[src/rtl/mma_sched_pkg.sv]
// Shared types for the tiled-GEMM scheduler: FSM state encoding, tile index type, accumulator width helper.
package mma_sched_pkg;

  // Inner tile dimension of the MMA core; it does not change how beats are scheduled.
  localparam int MMA_K = 4;
  localparam int TILE_W_DEF = 8;

  typedef enum logic [2:0] {
    S_IDLE,
    S_ISSUE,
    S_WAIT,
    S_OUT,
    S_FIN
  } state_e;

  typedef logic [TILE_W_DEF-1:0] tile_idx_t;

  function automatic int acc_w(input int p);
    return 4 * p;
  endfunction

endpackage

[src/rtl/mma_sched_tile_counter.sv]
// Nested ki/ni/mi tile walker; latches the tile counts when cleared at job start.
module mma_sched_tile_counter #(
  parameter int TILE_W = 8
) (
  input  logic              clk_i,
  input  logic              rst_ni,
  input  logic              clear,
  input  logic              inc_k,
  input  logic              inc_tile,
  input  logic [TILE_W-1:0] cfg_m_i,
  input  logic [TILE_W-1:0] cfg_n_i,
  input  logic [TILE_W-1:0] cfg_k_i,
  output logic [TILE_W-1:0] mi_o,
  output logic [TILE_W-1:0] ni_o,
  output logic [TILE_W-1:0] ki_o,
  output logic              last_k,
  output logic              last_tile
);

  localparam logic [TILE_W-1:0] IDX_ONE = TILE_W'(1);

  logic [TILE_W-1:0] m_q, n_q, k_q, m_d, n_d, k_d;
  logic [TILE_W-1:0] mi_q, ni_q, ki_q, mi_d, ni_d, ki_d;

  always_comb begin
    m_d  = m_q;
    n_d  = n_q;
    k_d  = k_q;
    mi_d = mi_q;
    ni_d = ni_q;
    ki_d = ki_q;
    if (clear) begin
      m_d  = cfg_m_i;
      n_d  = cfg_n_i;
      k_d  = cfg_k_i;
      mi_d = '0;
      ni_d = '0;
      ki_d = '0;
    end else if (inc_k) begin
      ki_d = ki_q + IDX_ONE;
    end else if (inc_tile) begin
      ki_d = '0;
      if (ni_q == n_q - IDX_ONE) begin
        ni_d = '0;
        mi_d = mi_q + IDX_ONE;
      end else begin
        ni_d = ni_q + IDX_ONE;
      end
    end
  end

  always_ff @(posedge clk_i) begin
    if (!rst_ni) begin
      m_q  <= '0;
      n_q  <= '0;
      k_q  <= '0;
      mi_q <= '0;
      ni_q <= '0;
      ki_q <= '0;
    end else begin
      m_q  <= m_d;
      n_q  <= n_d;
      k_q  <= k_d;
      mi_q <= mi_d;
      ni_q <= ni_d;
      ki_q <= ki_d;
    end
  end

  assign mi_o      = mi_q;
  assign ni_o      = ni_q;
  assign ki_o      = ki_q;
  assign last_k    = (ki_q == k_q - IDX_ONE);
  assign last_tile = (mi_q == m_q - IDX_ONE) && (ni_q == n_q - IDX_ONE);

endmodule

[src/rtl/mma_tile_scheduler.sv]
// Sequences tiled GEMM beats over one MMA core, feeding the running D back as C.
// Optional MMA_SCHED_PERF_EN adds busy/stall/beat performance counters.
module mma_tile_scheduler
  import mma_sched_pkg::*;
#(
  parameter int M      = 4,
  parameter int N      = 4,
  parameter int P      = 8,
  parameter int TILE_W = 8
) (
  input  logic                        clk_i,
  input  logic                        rst_ni,
  input  logic                        start_i,
  input  logic [TILE_W-1:0]           cfg_m_tiles_i,
  input  logic [TILE_W-1:0]           cfg_n_tiles_i,
  input  logic [TILE_W-1:0]           cfg_k_tiles_i,
  output logic                        busy_o,
  output logic                        done_o,
  output logic [TILE_W-1:0]           op_mi_o,
  output logic [TILE_W-1:0]           op_ni_o,
  output logic [TILE_W-1:0]           op_ki_o,
  input  logic                        op_valid_i,
  output logic                        op_ready_o,
  output logic                        mma_valid_o,
  input  logic                        mma_ready_i,
  output logic [M*N*acc_w(P)-1:0]     mma_c_o,
  input  logic                        mma_valid_i,
  output logic                        mma_ready_o,
  input  logic [M*N*acc_w(P)-1:0]     mma_d_i,
  output logic                        res_valid_o,
  input  logic                        res_ready_i,
  output logic [M*N*acc_w(P)-1:0]     res_d_o,
  output logic [TILE_W-1:0]           res_mi_o,
  output logic [TILE_W-1:0]           res_ni_o
`ifdef MMA_SCHED_PERF_EN
  ,
  output logic [31:0]                 perf_busy_o,
  output logic [31:0]                 perf_stall_o,
  output logic [31:0]                 perf_beats_o
`endif
);

  localparam int TILE_BITS = M * N * acc_w(P);

  state_e                 state_q, state_d;
  logic [TILE_BITS-1:0]   acc_q, acc_d;
  logic                   done_q, done_d;
  logic                   clear, inc_k, inc_tile, last_k, last_tile, cfg_zero;
  logic [TILE_W-1:0]      mi, ni, ki;

  mma_sched_tile_counter #(.TILE_W(TILE_W)) u_cnt (
    .clk_i     (clk_i),
    .rst_ni    (rst_ni),
    .clear     (clear),
    .inc_k     (inc_k),
    .inc_tile  (inc_tile),
    .cfg_m_i   (cfg_m_tiles_i),
    .cfg_n_i   (cfg_n_tiles_i),
    .cfg_k_i   (cfg_k_tiles_i),
    .mi_o      (mi),
    .ni_o      (ni),
    .ki_o      (ki),
    .last_k    (last_k),
    .last_tile (last_tile)
  );

  assign cfg_zero = (cfg_m_tiles_i == '0) || (cfg_n_tiles_i == '0) || (cfg_k_tiles_i == '0);

  // Only one beat is ever in flight: the next C depends on the D just returned.
  always_comb begin
    state_d  = state_q;
    acc_d    = acc_q;
    done_d   = (state_q == S_FIN);
    clear    = 1'b0;
    inc_k    = 1'b0;
    inc_tile = 1'b0;
    case (state_q)
      S_IDLE: begin
        if (start_i) begin
          clear   = 1'b1;
          state_d = cfg_zero ? S_FIN : S_ISSUE;
        end
      end
      S_ISSUE: begin
        if (op_valid_i && mma_ready_i) state_d = S_WAIT;
      end
      S_WAIT: begin
        if (mma_valid_i) begin
          acc_d = mma_d_i;
          if (last_k) begin
            state_d = S_OUT;
          end else begin
            inc_k   = 1'b1;
            state_d = S_ISSUE;
          end
        end
      end
      S_OUT: begin
        if (res_ready_i) begin
          if (last_tile) begin
            state_d = S_FIN;
          end else begin
            inc_tile = 1'b1;
            state_d  = S_ISSUE;
          end
        end
      end
      S_FIN:   state_d = S_IDLE;
      default: state_d = S_IDLE;
    endcase
  end

  always_ff @(posedge clk_i) begin
    if (!rst_ni) begin
      state_q <= S_IDLE;
      acc_q   <= '0;
      done_q  <= 1'b0;
    end else begin
      state_q <= state_d;
      acc_q   <= acc_d;
      done_q  <= done_d;
    end
  end

  assign busy_o      = (state_q != S_IDLE);
  assign done_o      = done_q;
  assign op_mi_o     = mi;
  assign op_ni_o     = ni;
  assign op_ki_o     = ki;
  assign mma_valid_o = (state_q == S_ISSUE) && op_valid_i;
  assign op_ready_o  = (state_q == S_ISSUE) && mma_ready_i;
  assign mma_c_o     = (ki == '0) ? '0 : acc_q;
  assign mma_ready_o = (state_q == S_WAIT);
  assign res_valid_o = (state_q == S_OUT);
  assign res_d_o     = acc_q;
  assign res_mi_o    = mi;
  assign res_ni_o    = ni;

`ifdef MMA_SCHED_PERF_EN
  logic [31:0] perf_busy_q, perf_busy_d, perf_stall_q, perf_stall_d, perf_beats_q, perf_beats_d;

  always_comb begin
    perf_busy_d  = perf_busy_q;
    perf_stall_d = perf_stall_q;
    perf_beats_d = perf_beats_q;
    if (clear) begin
      perf_busy_d  = '0;
      perf_stall_d = '0;
      perf_beats_d = '0;
    end else begin
      if (state_q != S_IDLE) perf_busy_d = perf_busy_q + 32'd1;
      if (state_q == S_ISSUE && !op_valid_i) perf_stall_d = perf_stall_q + 32'd1;
      if (state_q == S_ISSUE && op_valid_i && mma_ready_i) perf_beats_d = perf_beats_q + 32'd1;
    end
  end

  always_ff @(posedge clk_i) begin
    if (!rst_ni) begin
      perf_busy_q  <= '0;
      perf_stall_q <= '0;
      perf_beats_q <= '0;
    end else begin
      perf_busy_q  <= perf_busy_d;
      perf_stall_q <= perf_stall_d;
      perf_beats_q <= perf_beats_d;
    end
  end

  assign perf_busy_o  = perf_busy_q;
  assign perf_stall_o = perf_stall_q;
  assign perf_beats_o = perf_beats_q;
`endif

endmodule

[config.mk]
export PLATFORM = sky130hd
export DESIGN_NAME = mma_tile_scheduler
export DESIGN_NICKNAME = d
export VERILOG_FILES = /design/src/rtl/mma_sched_pkg.sv /design/src/rtl/mma_sched_tile_counter.sv /design/src/rtl/mma_tile_scheduler.sv
export SDC_FILE = /design/constraint.sdc
export NUM_CORES = 1
export LEC_CHECK = 0
export BUFFER_PORTS_ARGS = -buffer_cell sky130_fd_sc_hd__buf_2
export CAP_MARGIN = 25
export CORE_AREA = 2 2 621 623
export CTS_BUF_LIST = sky130_fd_sc_hd__clkbuf_2
export CTS_CLUSTER_SIZE = 12
export DETAILED_ROUTE_END_ITERATION = 12
export DIE_AREA = 0 0 623 625
export PLACE_DENSITY = 0.3
export SYNTH_ARGS = -nofsm -noshare
export SYNTH_HDL_FRONTEND = slang
export SYNTH_SLANG_ARGS = --single-unit
[constraint.sdc]
create_clock -name clk_i -period 3.2 [get_ports clk_i]
set_input_delay 0.64 -clock clk_i [delete_from_list [all_inputs] [get_ports clk_i]]
set_output_delay 0.64 -clock clk_i [all_outputs]
set_load 0.005 [all_outputs]
### Word level (Yosys, flattened, before mapping)

Index checks and enable logic that the tools add are counted.

| storage, ports and cells | value |
|---|---|
| bits of input ports | 543 |
| bits in registers | 564 |
| output and inout bits | 1070 |

| cells by class | value |
|---|---|
| add/sub/neg operators | 6 |
| equality and inequality tests | 11 |
| reduce and logical (&&, ||, !) cells | 18 |
| muxes and demuxes | 20 |
| bitwise logic cells | 2 |

Operators with widths:

| kind | count |
|---|---|
| 512-bit 2-to-1 mux | 1 |
| 8-bit zero test | 4 |
| 8-bit by 1-bit adder with 8-bit output (second input constant) | 3 |
| 8-bit equality test | 3 |
| 8-bit 2-to-1 mux | 3 |
| 8-bit by 1-bit subtractor with 8-bit output (second input constant) | 3 |
| 3-bit 2-to-1 mux | 6 |
| 3-bit one-hot mux with 4 select lines | 1 |
| 1-bit 2-to-1 mux | 8 |
| 3-bit by 2-bit equality test with 1-bit output (second input constant) | 2 |
| 2-bit != test (second input constant) | 3 |
| 1-bit logical AND | 4 |
| 2-bit AND reduction | 2 |
| 4-bit AND reduction | 1 |
| 3-bit by 1-bit equality test with 1-bit output (second input constant) | 1 |
| 3-bit equality test (second input constant) | 1 |
| 3-bit zero test | 1 |
| 3-bit AND reduction | 1 |
| 3-bit nonzero test | 1 |
| 1-bit logical OR | 2 |
| 2-bit 2-to-1 mux | 1 |
| 2-bit by 1-bit != test with 1-bit output (second input constant) | 1 |
| 1-bit inverter | 2 |
| 2-bit nonzero test | 1 |
| 2-bit OR reduction | 1 |

### Longest topological paths before layout

Gate-level depths: netlist (run 1).

| logic depth | value |
|---|---|
| word-level depth | 8 |
| gate-level depth with buffers | 12 |

### Modules after synthesis

From an unflattened synthesis (run 1), not the netlist that was laid out.

| unflattened totals | value |
|---|---|
| cell total of the unflattened synthesis | 3172 |
| area, all modules | 24986.5 um^2 |

Modules (own cells, without submodules):

| module | sequential area each (um^2) | instances | cells an instance | area an instance (um^2) |
|---|---|---|---|---|
| mma_tile_scheduler | 10329.9 | 1 | 2856 | 22110.0 |
| mma_sched_tile_counter | 960.9 | 1 | 316 | 2876.5 |

### Least setup slack after synthesis (run 1)

OpenSTA, ideal clock, no wires.

| timing | value |
|---|---|
| path kind | register -> register |
| from | reg u_cnt.n_q[0] |
| to | reg u_cnt.mi_q[2] (netlist: u_cnt.mi_o[2]) |
| stages on the path, launching flop included | 13 |
| library setup time | 116 ps |
| arrival | 2526 ps |
| setup slack | 558 ps |
| cells stage by stage | dfxtp_1 > clkbuf_1 > inv_1 > ha_1 > clkbuf_1 > o21ba_2 > a221oi_1 > a41oi_1 > a211oi_4 > nor3b_1 > buf_6 > a21oi_1 > a31o_2 |

| between the ends | value |
|---|---|
| word-level cells in the longest chain between the ends | 7 |

Ends and longest elaborated chain:

| what | RTL line | source |
|---|---|---|
| from (decl) | mma_sched_tile_counter.sv:22 | `logic [TILE_W-1:0] m_q, n_q, k_q, m_d, n_d, k_d;` |
| from (signal assigned) | mma_sched_tile_counter.sv:62 | `n_q <= n_d;` |
| 8-bit by 1-bit subtractor with 8-bit output (*) | mma_sched_tile_counter.sv:43, mma_sched_tile_counter.sv:74 |  |
| 8-bit equality test (*) | mma_sched_tile_counter.sv:43, mma_sched_tile_counter.sv:74 |  |
| 1-bit logical AND | mma_sched_tile_counter.sv:74 | `assign last_tile = (mi_q == m_q - IDX_ONE) && (ni_q == n_q - IDX_ONE);` |
| 1-bit 2-to-1 mux | mma_tile_scheduler.sv:100 | `if (last_tile) begin` |
| 1-bit 2-to-1 mux | mma_tile_scheduler.sv:99 | `if (res_ready_i) begin` |
| 1-bit 2-to-1 mux | mma_tile_scheduler.sv:77 | `case (state_q)` |
| 3-bit AND reduction (no line) (*) | -- |  |
| to (signal assigned) | mma_sched_tile_counter.sv:64 | `mi_q <= mi_d;` |
| to (decl) | mma_sched_tile_counter.sv:23 | `logic [TILE_W-1:0] mi_q, ni_q, ki_q, mi_d, ni_d, ki_d;` |

Mark *: on every way between the ends. The rest lies on a longest branch, timed or not.
A chain may end at the register's enable or synchronous reset.

### Worst setup path after layout (run 1)

| timing | value |
|---|---|
| from | reg u_cnt.ki_q[0] (netlist: u_cnt.ki_o[0]) |
| to | out mma_c_o[249] |

| between the ends | value |
|---|---|
| word-level cells in the longest chain between the ends | 2 |

Ends and longest elaborated chain:

| what | RTL line | source |
|---|---|---|
| from (decl) | mma_sched_tile_counter.sv:23 |  |
| from (signal assigned) | mma_sched_tile_counter.sv:66 | `ki_q <= ki_d;` |
| 8-bit zero test | mma_tile_scheduler.sv:132 | `assign mma_c_o = (ki == '0) ? '0 : acc_q;` |
| 512-bit 2-to-1 mux | mma_tile_scheduler.sv:132 |  |
| to (decl) | mma_tile_scheduler.sv:26 | `output logic [M*N*acc_w(P)-1:0] mma_c_o,` |

Every way passes these cells.

==> summary.md, run 1 <==
| Metric | Value |
|---|---|
| M3 GR Usage | `0.06708` |
| Kind of start point of the critical path | `register` |
| Pin count of the biggest net entering global routing | `approximately 120` |
| CTS tree | `built` |
| Skew-Pair Late Insertion Delay | `2.02 ns` |
| DRC | `0` |
| Die ar. | `just under 0.4 mm2` |
| Final setup vio count | `slightly below 600` |
| Syn-to-layout area delta | `131.7%` |
| PwrDens | `around 350 mW/mm2` |
| Final worst path period need | `around 4.6 ns` |
| Setup repair after global routing missed its margin | `yes` |
| Yosys warns | `0` |
| Die X | `a little over 600 um` |
| Seq cells post-synth | `564` |
| Setup_tns | `-661.81 ns` |
| PnR Total Power | `20560 uW` |
| Vias in the first global route | `between 30000 and 40000` |
| CTS max path bufs | `4` |
| Max Slew Vio Count | `0` |
| CP Class | `register to output pin` |
| Crit path max fanout | `17` |
| Cts bufs inserted | `just under 200` |
| Asr flop ratio synth | `0` |
| # nets final | `6845` |
| Hold Worst Slack | `0.4040 ns` |
| Post-synth cell types | `57` |
| Post-Syn Area per Cell | `7.910 um2` |
| Top_reg_cell synth | `dfxtp_1` |
| Sequential area share after synthesis | `0.4458` |
| Tcrit/Tclk final | `1.430` |
| Grt peak-use layer | `met2` |
| Htree depth | `4` |
| Starting density of the core | `0.06601` |
| Placed insts | `between 9000 and 10000` |
| Number of DRC markers in iteration 0 | `approximately 2300` |
| GP Congestion | `around 0.96` |
| WL per Instance | `28.70 um` |
| Global-route wire length before repair | `401.7 mm` |
| Share of layout cells above drive strength 1 | `0.3505` |
| Status | `finished with violations` |
| Gr usage total | `0.1596` |
| Die height | `625 um` |
| Arr. time, crit path | `between 3 and 4 ns` |
| Final cell count without fillers | `11540` |
| Register area | `between 0.01 and 0.015 mm2` |
| I/O Pins | `~1600` |
| Violated checks | `negative setup slack` |
| Via/cell ratio | `3.167` |
| Worst Path Buf+Inv | `5` |
| Hpwl dp | `272.0 mm` |
| Clock Sinks | `about 560` |
| Vias | `approximately 37000` |
| Router iterations before antenna repair | `5` |
| CP Capture Type | `output pin` |
| Fillers | `between 40000 and 50000` |
| Max frequency | `between 200 and 250 MHz` |
| Remaining antenna violation count | `0` |
| Post-synth EDFFs | `0` |
| Worst vdd ir | `roughly 0.00029 V` |
| Slew HR | `0.3679` |
| Worst min path class | `input port to register` |
| M2 GR Usage | `0.2685` |
| Leakage | `~0.025 uW` |
| Worst path cell trace | `inv_2 -> ha_4 -> nor4b_4 -> nand2_4 -> buf_12 -> buf_16 -> clkbuf_16 -> and2_1 -> buf_2` |
| Final hold violations | `0` |
| Syn Nets | `around 3800` |
| Grt met1 use | `0.1838` |
| Top delay family on crit path | `buffers and inverters` |
| Slowest stage delay, CP | `between 0.3 and 0.4 ns` |
| Std-Cell Rows | `between 200 and 250` |
| Slowest stage cell, crit path | `dfxtp_2` |
| Total of max-cap violations | `0` |
| Clock root cell | `clkbuf_2` |
| Final setup margin | `-1.376 ns` |
| Routed WL | `331.3 mm` |
| Slew @ Worst Pin | `about 0.95 ns` |
| CP required | `about 2.6 ns` |
| Core area | `0.3837 mm2` |
| Area of the mapped netlist | `between 0.02 and 0.03 mm2` |
| Initial antenna violation count | `around 150` |
| Skew final | `0.5038 ns` |
| Multi-input gate area | `about 0.013 mm2` |
| Grt total ovfl | `0` |
| PortBufs | `around 1600` |
| Most frequent cells in the layout | `buf_2 (1428), dlygate4sd3_1 (1405), nand2_1 (1101)` |
| Post-synthesis cell count | `3202` |
| Clock slew at reported path FFs | `approximately 0.11 ns` |
| Most common cell after layout, fill and taps aside | `buf_2` |
cell usage after synthesis, drive strengths merged (10+ instances only):
cell       n  area, um2
a21oi     13      76.33
nor3      10      50.05
buf       22      181.4
xnor2     31      271.5
nand2   1103       4140
nor2      16      60.06
clkbuf   242      908.4
a21boi   537       4031
dfxtp    564      11290
nand3     13      65.06
and2     521       3261
inv       13      48.80
logic make-up after synthesis:
logic type	count (synthesis)	share of synthesized area
adders and majority gates	7	0.003458
buffers and inverters	278	0.04535
xor gates and xnor gates	37	0.01334
DFF	564	0.4458
and+or+nand+nor	1723	0.3156
AOI/OAI and AO/OA	586	0.1737
muxes	7	0.002766
worst reg2reg max path, cell delays in order (launching register included):
cell and delay, ns:
dfxtp_1 0.62, and3_4 0.66, buf_12 0.46, nand2_1 0.16, dlygate4sd3_1 0.56, a21boi_0 0.14
what timing repair did:
item	in CTS	in global routing
gates resized for setup	204	269
hold buffers	1406	0
pin swaps	5	14
endpoints found under the hold margin	564	0
setup endpoints to repair	1059	985
buffers inserted	15	2
cloned	17	31
flip-flops by register name, summed over array words and instances, names as in the netlist:
signal,cells
res_d_o,512
state_q,3
done_o,1
u_cnt.ki_o,8
u_cnt.m_q,8
u_cnt.n_q,8
u_cnt.k_q,8
u_cnt.mi_o,8
u_cnt.ni_o,8
final timing paths:
kind	startpoint	endpoint	slack, ns	cells past startpoint
setup / recovery	u_cnt.ki_o[0]	mma_c_o[249]	-1.38	9
hold / removal	mma_d_i[208]	res_d_o[208]	0.40	5
setup reg to reg	state_q[1]	res_d_o[118]	0.11	5
hold reg to reg	res_d_o[504]	res_d_o[504]	0.48	2
report_power, final:
part | internal, uW | switching (uW)
clock | 2540 | 4400
sequential | 7420 | 817
combinational | 2520 | 2860
per-stage QoR:
stage | setup slack [ns] | utilization | instance area, um2
finish | -1.376 | 0.1530 | 58690
global placement | 0.1410 | 0.1035 | 39700
floorplan | 0.5579 | - | 25330
detailed placement | 0.1955 | 0.1035 | 39700
global route | -1.750 | 0.1528 | 58610
CTS | -1.904 | 0.1480 | 56800
cell type report:
type,count,area share
timing repair buffer,3161,0.4394
multi-input combinational,2360,0.2280
sequential,564,0.1925
tap,5060,0.1079
clock buffer,278,0.02370
clock inverter,57,0.005585
antenna,49,0.002089
inverter,13,0.0008314
metal layers:
metal  part of all wire  vias to the layer above  wire length, um
met3               0.10                      425            33230
met1               0.39                    17840           130400
li1                   -                    16620                -
met4              0.030                       60             9936
met5             0.0017                        -              556
met2               0.47                     1618           157200
Note: power is estimated with default switching activity, not from simulation.
==> run 2: changes to the inputs <==
Settings changed: ABC_AREA set to 1, BUFFER_PORTS_ARGS -buffer_cell sky130_fd_sc_hd__buf_2 to -buffer_cell sky130_fd_sc_hd__buf_4, CORE_AREA 2 2 621 623 to 2 2 627 629, DIE_AREA 0 0 623 625 to 0 0 629 631.
==> summary.md, run 2 <==
| Metric | Value |
|---|---|
| Worst min path class | `input port to register` |
| Final setup margin | `-1.212 ns (+0.1647 ns)` |
| Grt total ovfl | `0 (unchanged)` |
| Area contributors post-synth | `dfxtp_1 (48%), a21oi_1 (12%), o21ai_0 (12%)` |
| Router iterations before antenna repair | `5 (unchanged)` |
| Flop-to-flop setup slack | `-0.28 ns (-0.39 ns)` |
| Slowest stage delay, CP | `0.36 ns (+0.02 ns)` |
| Post-Syn Area per Cell | `7.148 um2 (-9.6%)` |
| Remaining antenna violation count | `0 (unchanged)` |
| Worst path cell trace | `inv_4 -> ha_4 -> nand4_1 -> nor4_4 -> buf_6 -> buf_16 -> buf_16 -> buf_16 -> nor2_2 -> buf_4` |
| Post-synth EDFFs | `0 (unchanged)` |
| Post-synth top cells | `inv_1 (582), dfxtp_1 (564), a21oi_1 (559)` |
| Core area | `0.3908 mm2 (+1.9%)` |
| Sequential Power Share | `0.317 (-0.084)` |
| GP Congestion | `0.9060 (-6.0%)` |
| Top_reg_cell synth | `dfxtp_1` |
| CTS max path bufs | `4 (unchanged)` |
| Hold Worst Slack | `0.3359 ns (-0.06812 ns)` |
| Gr usage total | `0.1662 (+0.006595)` |
| Post-synthesis cell count | `3302 (+3.1%)` |
| Crit path max fanout | `9 (-8)` |
| I/O Pins | `1613 (unchanged)` |
| CTS tree | `built` |
| Pin count of the biggest net entering global routing | `111 (-6.7%)` |
| Count leader, synth | `inv_1` |
| R2R Path Start | `state_q[2]` |
| Cts bufs inserted | `193 (-1.0%)` |
| Final setup vio count | `553 (-6.6%)` |
| WL per Instance | `28.68 um (about the same)` |
| Sequential area share after synthesis | `0.4784 (+0.03259)` |
| Hpwl dp | `292.7 mm (+7.6%)` |
| Number of DRC markers in iteration 0 | `1838 (-21%)` |
| Critical Path Most Common Cell | `buf_16` |
| Fillers | `45230 (+2.8%)` |
| Register area | `0.01130 mm2 (about the same)` |
| Multi-input gate area | `0.009149 mm2 (-32%)` |
| Setup repair after global routing missed its margin | `yes` |
| Critical Path End | `mma_c_o[168]` |
| Setup_tns | `-575.06 ns (+86.75 ns)` |
| Max frequency | `226.7 MHz (+3.7%)` |
| Placed insts | `9960 (+2.8%)` |
| Combinational power share | `0.446 (+0.184)` |
| Top-area cell type share of the netlist area | `0.4784 (+0.03259)` |
| Via/cell ratio | `3.115 (-1.7%)` |
| Top delay family on crit path | `buffers and inverters` |
| Slew @ Worst Pin | `0.9158 ns (-0.03235 ns)` |
| Vias in the first global route | `38460 (+6.9%)` |
| Leading area contributor after synthesis | `dfxtp_1` |
| Slew HR | `0.3874 (+0.01955)` |
| Clock Sinks | `564 (unchanged)` |
| Switching Share | `0.4475 (+0.05456)` |
| Global-route wire length before repair | `423.2 mm (+5.3%)` |
| Skew final | `0.2951 ns (-0.2087 ns)` |
| R2R cell count | `11 (+6)` |
| Final worst path period need | `4.412 ns (-0.1647 ns)` |
| Htree depth | `4 (unchanged)` |
| P_sw | `12990 uW (+61%)` |
| Share of layout cells above drive strength 1 | `0.3123 (-0.03825)` |
| Die height | `631 um (+0.96%)` |
| Clock root cell | `clkbuf_2` |
| Asr flop ratio synth | `0 (unchanged)` |
| Worst Path Buf+Inv | `6 (+1)` |
| CP Class | `register to output pin` |
| DRC | `0 (unchanged)` |
| P_int | `16030 uW (+28%)` |
| Final cell count without fillers | `12010 (+4.1%)` |
| Tcrit/Tclk final | `1.379 (-0.05146)` |
| Violated checks | `negative setup slack` |
| Total of max-cap violations | `0 (unchanged)` |
| Max Slew Vio Count | `0 (unchanged)` |
| Kind of start point of the critical path | `register` |
| Worst R2R End | `u_cnt.ni_o[1]` |
| Seq cells post-synth | `564 (unchanged)` |
| Core Util, Final | `0.1573 (+0.004338)` |
| Initial antenna violation count | `110 (-25%)` |
| Post-synth cell types | `36 (-37%)` |
| CP Capture Type | `output pin` |
| Routed WL | `344.6 mm (+4.0%)` |
| Critical path depth in cells | `10 (+1)` |
| Most common cell after layout, fill and taps aside | `buf_4` |
| Skew-Pair Late Insertion Delay | `1.86 ns (-0.16 ns)` |
| PortBufs | `1612 (unchanged)` |
| Vias | `37420 (+2.4%)` |
| Crit path from | `u_cnt.ki_o[1]` |
| Syn-to-layout area delta | `160.5%` |
| CP required | `2.56 ns (about the same)` |
| Leakage | `0.02535 uW (+2.9%)` |
| Die X | `629 um (+0.96%)` |
| Most frequent cells in the layout | `buf_4 (1657), dlygate4sd3_1 (1624), inv_1 (580)` |
| PwrDens | `472.0 mW/mm2 (+35%)` |
| Slowest stage cell, crit path | `dfxtp_4` |
| Std-Cell Rows | `230 (+0.88%)` |
| Status | `finished with violations` |
| Area of the mapped netlist | `0.02360 mm2 (-6.8%)` |
| Syn Nets | `3852 (+2.7%)` |
| # nets final | `7165 (+4.7%)` |
| Clock share of power | `0.237 (-0.100)` |
| Yosys warns | `0 (unchanged)` |
| Final hold violations | `0 (unchanged)` |
| Worst vdd ir | `0.0002137 V (-25%)` |
| Arr. time, crit path | `3.77 ns (-0.17 ns)` |
| Die ar. | `0.3969 mm2 (+1.9%)` |
| Starting density of the core | `0.06040 (-0.005615)` |
| Max FFs per register | `512 (unchanged)` |
| Clock slew at reported path FFs | `0.10 ns (about the same)` |
[run 2: how the worst min path moves through the flow]
stage                      start           end  slack [ns]  cells after the start
floorplan           u_cnt.k_q[2]  u_cnt.k_q[2]        0.44                      2
detailed placement  res_d_o[136]  res_d_o[136]        0.46                      2
global route        mma_d_i[248]  res_d_o[248]        0.13                      5
global placement    res_d_o[136]  res_d_o[136]        0.46                      2
finish              mma_d_i[248]  res_d_o[248]        0.34                      5
CTS                 mma_d_i[250]  res_d_o[250]        0.03                      5
[run 2: what timing repair did]
action,CTS,global route
pin swaps,3,1
gates resized for setup,73,50
endpoints found under the hold margin,564,0
setup buffers,26,5
gates cloned,18,9
hold buffers,1625,0
endpoints found under the setup margin,983,883
[run 2: worst min-delay path, stage by stage]
cell	delay, ns
dlygate4sd3_1	0.58
buf_4	0.12
dlygate4sd3_1	0.53
o21ai_0	0.08
a21oi_1	0.12
[run 2: stage by stage]
| step | total power [uW] | area (um2) | setup WS [ns] |
|---|---|---|---|
| after global placement | 19870 | 42000 | 0.2312 |
| after CTS | 29890 | 61030 | -1.752 |
| after detailed placement | 19850 | 42000 | 0.2248 |
| after floorplan | 12100 | 23600 | 0.9572 |
| final | 29020 | 61480 | -1.212 |
| after global routing | 31000 | 61420 | -1.561 |
[run 2: layout make-up]
cell class              count  share of cell area
flip-flops and latches    564              0.1838
clock inverters            53            0.005231
well taps                5220              0.1062
clock buffers             274             0.02231
repair buffers           3373              0.4959
multi-input cells        1897              0.1488
diodes                     46            0.001872
inverters                 586             0.03586
[run 2: cells by family after synthesis]
family	count (synthesis)	share of synthesized area
buffers and inverters	841	0.1420
XOR/XNOR	25	0.009277
adder cells (fa/ha/maj)	7	0.003711
AND/OR/NAND/NOR	756	0.1311
flip-flops	564	0.4784
AO/OA/AOI/OAI	1109	0.2355
[run 2: power groups by stage]
stage / Combinational, uW / Sequential, uW / Clock [uW]
2_1_floorplan: 3000 / 9100 / 0
3_3_place_gp: 10500 / 9360 / 0
3_5_place_dp: 10500 / 9370 / 0
4_1_cts: 13200 / 9230 / 7410
5_1_grt: 14000 / 9350 / 7660
6_report: 13000 / 9200 / 6870
[run 2: per-layer routing]
layer,vias to the layer above,part of all wire,GRT usage
li1,17270,-,-
met1,18010,0.33,0.1593
met2,1570,0.49,0.2949
met3,471,0.13,0.09718
met4,98,0.039,0.05626
met5,-,0.0018,0
